$ cat src/rtl/gpr_file.sv
// rtl/gpr_file.sv - parametrised GPR file with write bypass and busy-bit scoreboard
module gpr_file #(
    parameter int ARCH_WIDTH = 64,
    parameter int REG_COUNT  = 32,
    parameter int SEL_WIDTH  = 5,
    parameter int READ_PORTS = 2,
    parameter int ZERO_REG   = 1,
    parameter logic [ARCH_WIDTH-1:0] RESET_VAL = '0,
    localparam int CNT_WIDTH = $clog2(REG_COUNT + 1)
) (
    input  logic                             clk_i,
    input  logic                             rstN_i,
    input  logic [READ_PORTS*SEL_WIDTH-1:0]  rAddr_i,
    output logic [READ_PORTS*ARCH_WIDTH-1:0] rData_o,
    output logic [READ_PORTS-1:0]            rBusy_o,
    input  logic                             wEn_i,
    input  logic [SEL_WIDTH-1:0]             wAddr_i,
    input  logic [ARCH_WIDTH-1:0]            wData_i,
    input  logic                             resvEn_i,
    input  logic [SEL_WIDTH-1:0]             resvAddr_i,
    input  logic                             flush_i,
    output logic [CNT_WIDTH-1:0]             busyCount_o
);

    logic [ARCH_WIDTH-1:0] regs_q [REG_COUNT];
    logic [ARCH_WIDTH-1:0] regs_d [REG_COUNT];
    logic [REG_COUNT-1:0]  busy_q, busy_d;
    logic [CNT_WIDTH-1:0]  cnt_q, cnt_d;
    logic [REG_COUNT-1:0]  w_hit, r_hit;
    logic                  w_valid, cnt_set, cnt_clr;

    // One-hot decode; out-of-range and hardwired-zero targets decode to nothing.
    always_comb begin
        w_hit = '0;
        r_hit = '0;
        for (int i = 0; i < REG_COUNT; i++) begin
            w_hit[i] = wEn_i && (wAddr_i == SEL_WIDTH'(i)) && !(ZERO_REG != 0 && i == 0);
            r_hit[i] = resvEn_i && (resvAddr_i == SEL_WIDTH'(i)) && !(ZERO_REG != 0 && i == 0);
        end
        w_valid = |w_hit;
    end

    always_comb begin
        regs_d = regs_q;
        for (int i = 0; i < REG_COUNT; i++) begin
            if (w_hit[i]) begin
                regs_d[i] = wData_i;
            end
        end
        // Reservation is applied last so it beats both the write clear and the flush.
        busy_d  = flush_i ? '0 : busy_q;
        busy_d  = (busy_d & ~w_hit) | r_hit;
        cnt_set = |(r_hit & ~busy_q);
        cnt_clr = |(w_hit & busy_q & ~r_hit);
        if (flush_i) begin
            cnt_d = CNT_WIDTH'(w_valid & 1'b0) + CNT_WIDTH'(|r_hit);
        end else begin
            cnt_d = cnt_q + CNT_WIDTH'(cnt_set) - CNT_WIDTH'(cnt_clr);
        end
    end

    always_comb begin
        rData_o = '0;
        rBusy_o = '0;
        for (int k = 0; k < READ_PORTS; k++) begin
            for (int i = 0; i < REG_COUNT; i++) begin
                if (rAddr_i[k*SEL_WIDTH +: SEL_WIDTH] == SEL_WIDTH'(i) && !(ZERO_REG != 0 && i == 0)) begin
                    rData_o[k*ARCH_WIDTH +: ARCH_WIDTH] = regs_q[i];
                    rBusy_o[k]                          = busy_q[i];
                end
            end
            if (w_valid && wAddr_i == rAddr_i[k*SEL_WIDTH +: SEL_WIDTH]) begin
                rData_o[k*ARCH_WIDTH +: ARCH_WIDTH] = wData_i;
                rBusy_o[k]                          = 1'b0;
            end
        end
    end

    always_ff @(posedge clk_i or negedge rstN_i) begin
        if (!rstN_i) begin
            for (int i = 0; i < REG_COUNT; i++) begin
                regs_q[i] <= RESET_VAL;
            end
            busy_q <= '0;
            cnt_q  <= '0;
        end else begin
            regs_q <= regs_d;
            busy_q <= busy_d;
            cnt_q  <= cnt_d;
        end
    end

    assign busyCount_o = cnt_q;

endmodule
$ cat config.mk
export PLATFORM = sky130hd
export DESIGN_NAME = gpr_file
export DESIGN_NICKNAME = d
export VERILOG_FILES = /design/src/rtl/gpr_file.sv
export SDC_FILE = /design/constraint.sdc
export NUM_CORES = 2
export LEC_CHECK = 0
export BUFFER_PORTS_ARGS = -buffer_cell sky130_fd_sc_hd__buf_2
export CORE_UTILIZATION = 25
export DETAILED_ROUTE_END_ITERATION = 8
export PLACE_DENSITY = 0.45
export SETUP_SLACK_MARGIN = 0.5
export SLEW_MARGIN = 25
export SYNTH_ARGS = -nofsm -noshare
export SYNTH_HDL_FRONTEND = slang
export SYNTH_SLANG_ARGS = --single-unit
$ cat constraint.sdc
create_clock -name clk_i -period 9.3 [get_ports clk_i]
set_input_delay 0.465 -clock clk_i [delete_from_list [all_inputs] [get_ports clk_i]]
set_output_delay 0.465 -clock clk_i [all_outputs]
set_load 0.01 [all_outputs]
==> flow_summary.ini <==
[status]
outcome = complete, no violations

[die]
die_h_um = 673
start_util_pct = 25.2
ios = 225
core_area_mm2 = 0.447
rows = 245
dieWidth_um = 673
dieArea_mm2 = 0.452

[routing]
drt-pass1-iter-count = 8
wl_per_cell_um = 34.2
drt_iter0_markers = 11800
finalWirelength_um = 579000
drc_errors = 0
vias_per_cell = 5.93
drtAntennaViolNets = 0
vias = 100000

[clock_tree]
cts_root_buffer = clkbuf_16
numCtsBuffers = 242
cts_max_path_buffers = 4
cts_setup_buffers = 0
cts_tree = built
htree_levels = 4
cts.sinks = 2021
clkLatencyLatePin_ns = 0.95
clk_pin_slew_ns = 0.07

[critical_path]
r2r-start = busy_q[12]$_DFF_PN0_
cp_data_required_time_ns = 8.84
worstReg2RegEnd = busyCount_o[4]$_DFF_PN0_
cp.arrival_ns = 5.43
cp-end-kind = output port
r2r_cells = 15
critPathMaxFanout = 65
critPathLaunchType = primary input
r2r_slack_ns = 5.58
path_class = primary input to output port

[synthesis]
synth_edf_count = 0
synth_common_cells = 2021 x dfrtp_1, 1673 x mux2_2, 1159 x nand2_1
synth.top_cells.by_area = dfrtp_1 45%, mux2_2 17%, nand2_1 3.9%
synth_top_cell_by_area = dfrtp_1
yosysTopAreaCellShare_pct = 45.0
synth_most_common_cell = dfrtp_1
syn-num-nets = 11400
synth_cell_types = 86
synth-seq-area-share_pct = 45.0
synth_area_mm2 = 0.112
syn_area_per_cell_um2 = 9.97
synth-main-ff-cell = dfrtp_1
syn_inst = 11300
synthArstFlopShare_pct = 100
synth_seq_cells = 2021
yosys_warnings = 0

[cells_and_area]
fin_util_pct = 28.7
drive_above_1_share_pct = 24.5
finalInstanceArea_mm2 = 0.128
nets = 10900
instances_no_fill = 16900
area_delta_synth_final_pct = 14.0

[sta]
clock.fmax_ghz = 0.170
fin_tns_setup_ns = 0
fin_crit_sh_pct = 63.4
final_hold_viol_count = 0
worst_pin_slew_ns = 1.23
drv_slew = 0
slew_headroom_pct = 18.3
skew_ns = 0.0176
setup-violations-final = 0
holdWs_ns = 0.0694
rsz0062_at_grt = no
period_needed_ns = 5.89

[pwr]
leakage_nw = 53.6
ir_drop_uv = 181
powerDensity_mw_per_mm2 = 209

[placement]
place_area_mm2 = 0.119
post-dp-hpwl_um = 344000
io_buffer_count = 224
gp_congestion = 0.890
placed_cells = 16400

[grt]
grt_pass1_vias = 98100
grt_max_degree = 147
grt_util_all_layers_pct = 24.7
grt_pass1_wl_um = 806000
grt_overflow = 0
antenna_found_initial = 51

[job]
maxCapViolCount = 0

[min_path]
hp-class = primary input to async pin
-- registers in the layout, indices dropped and copies added, names as in the netlist --
signal	flops
regs_q	1984
busy_q	31
busyCount_o	6
-- placed cells by master, fill, tap and decap left out, types with 64 or more instances in the layout --
cell type and n:
a211oi_1 199, a21oi_1 661, a221oi_1 67, a22o_1 182, a22oi_1 195, a31oi_1 75, buf_2 215, buf_4 215
clkbuf_16 244, dfrtp_1 2021, inv_1 152, mux2_2 1673, mux2i_1 225, nand2_1 1133, nand3_1 92, nor2_1 309
nor2b_1 133, nor3_1 87, o2111ai_1 65, o211ai_1 124, o21ai_0 721, o21ai_1 124, o221ai_1 135, o22a_1 124
o22ai_1 503, o2bb2ai_1 67, o31ai_1 66, or4_1 64
-- power breakdown --
group / switching (mW) / internal, mW / total, mW / leakage, nW
Combinational: 2.62 / 2.03 / 4.64 / 23.8
Clock: 4.27 / 5.93 / 10.2 / 4.09
Sequential: 1.44 / 10.5 / 12.0 / 25.7
Total: 8.33 / 18.5 / 26.8 / 53.6
-- worst max path at each step --
stage	slack, ns	startpoint	endpoint
floorplan	5.65	resvAddr_i[0]	busyCount_o[4]$_DFF_PN0_
global placement	3.39	rAddr_i[6]	rData_o[125]
detailed placement	3.43	rAddr_i[7]	rData_o[64]
CTS	3.44	rAddr_i[7]	rData_o[64]
global route	3.46	rAddr_i[7]	rData_o[64]
finish	3.41	rAddr_i[2]	rData_o[60]
-- worst max-delay path, cell delays in order --
cell and delay, ns:
buf_6 0.44, buf_4 0.67, nand4b_1 0.25, buf_12 0.52, nand2_4 0.44, buf_4 0.51, or4_1 0.58, o21ai_0 0.78
buf_2 0.28
-- logic make-up (layout without fill, tap and decap cells) --
| kind of cell | count (synthesis) | after routing | share of synthesized area (%) |
|---|---|---|---|
| adders and majority gates | 7 | 7 | 0.0846 |
| buffers and inverters | 1409 | 1121 | 5.02 |
| DFF | 2021 | 2021 | 45.0 |
| xor gates and xnor gates | 15 | 15 | 0.117 |
| and+or+nand+nor | 2171 | 2171 | 8.78 |
| AOI/OAI and AO/OA | 3754 | 3754 | 22.2 |
| other | 0 | 24 | 0 |
| muxes | 1899 | 1899 | 18.8 |
-- final cells by class --
type	count	area, um^2
Timing Repair Buffer	521	4160
Fill cell	46800	318000
Antenna cell	24	60.1
Multi-Input combinational cell	7846	57000
Tap cell	5928	7420
Sequential cell	2021	50600
Inverter	158	611
Clock inverter	89	1160
Clock buffer	353	7110
-- timing repair --
action	CTS	global route
endpoints found under the setup margin	0	0
gates resized for setup	0	0
hold buffers	34	0
endpoints found under the hold margin	196	0
-- stage by stage --
step,total power [mW],setup slack [ns]
after floorplan,14.6,5.65
after global placement,16.5,3.39
after detailed placement,16.6,3.43
after CTS,26.8,3.44
after global routing,27.8,3.46
final,26.8,3.41
-- layer usage --
layer | vias to the layer above | share of wire [%] | global-route usage [%]
met5 | - | 0.024 | 0
li1 | 41300 | - | -
met4 | 20 | 5.6 | 12.5
met1 | 52200 | 42 | 32.4
met2 | 5450 | 44 | 37.8
met3 | 1552 | 8.8 | 6.11
(Power assumes the default switching activity.)
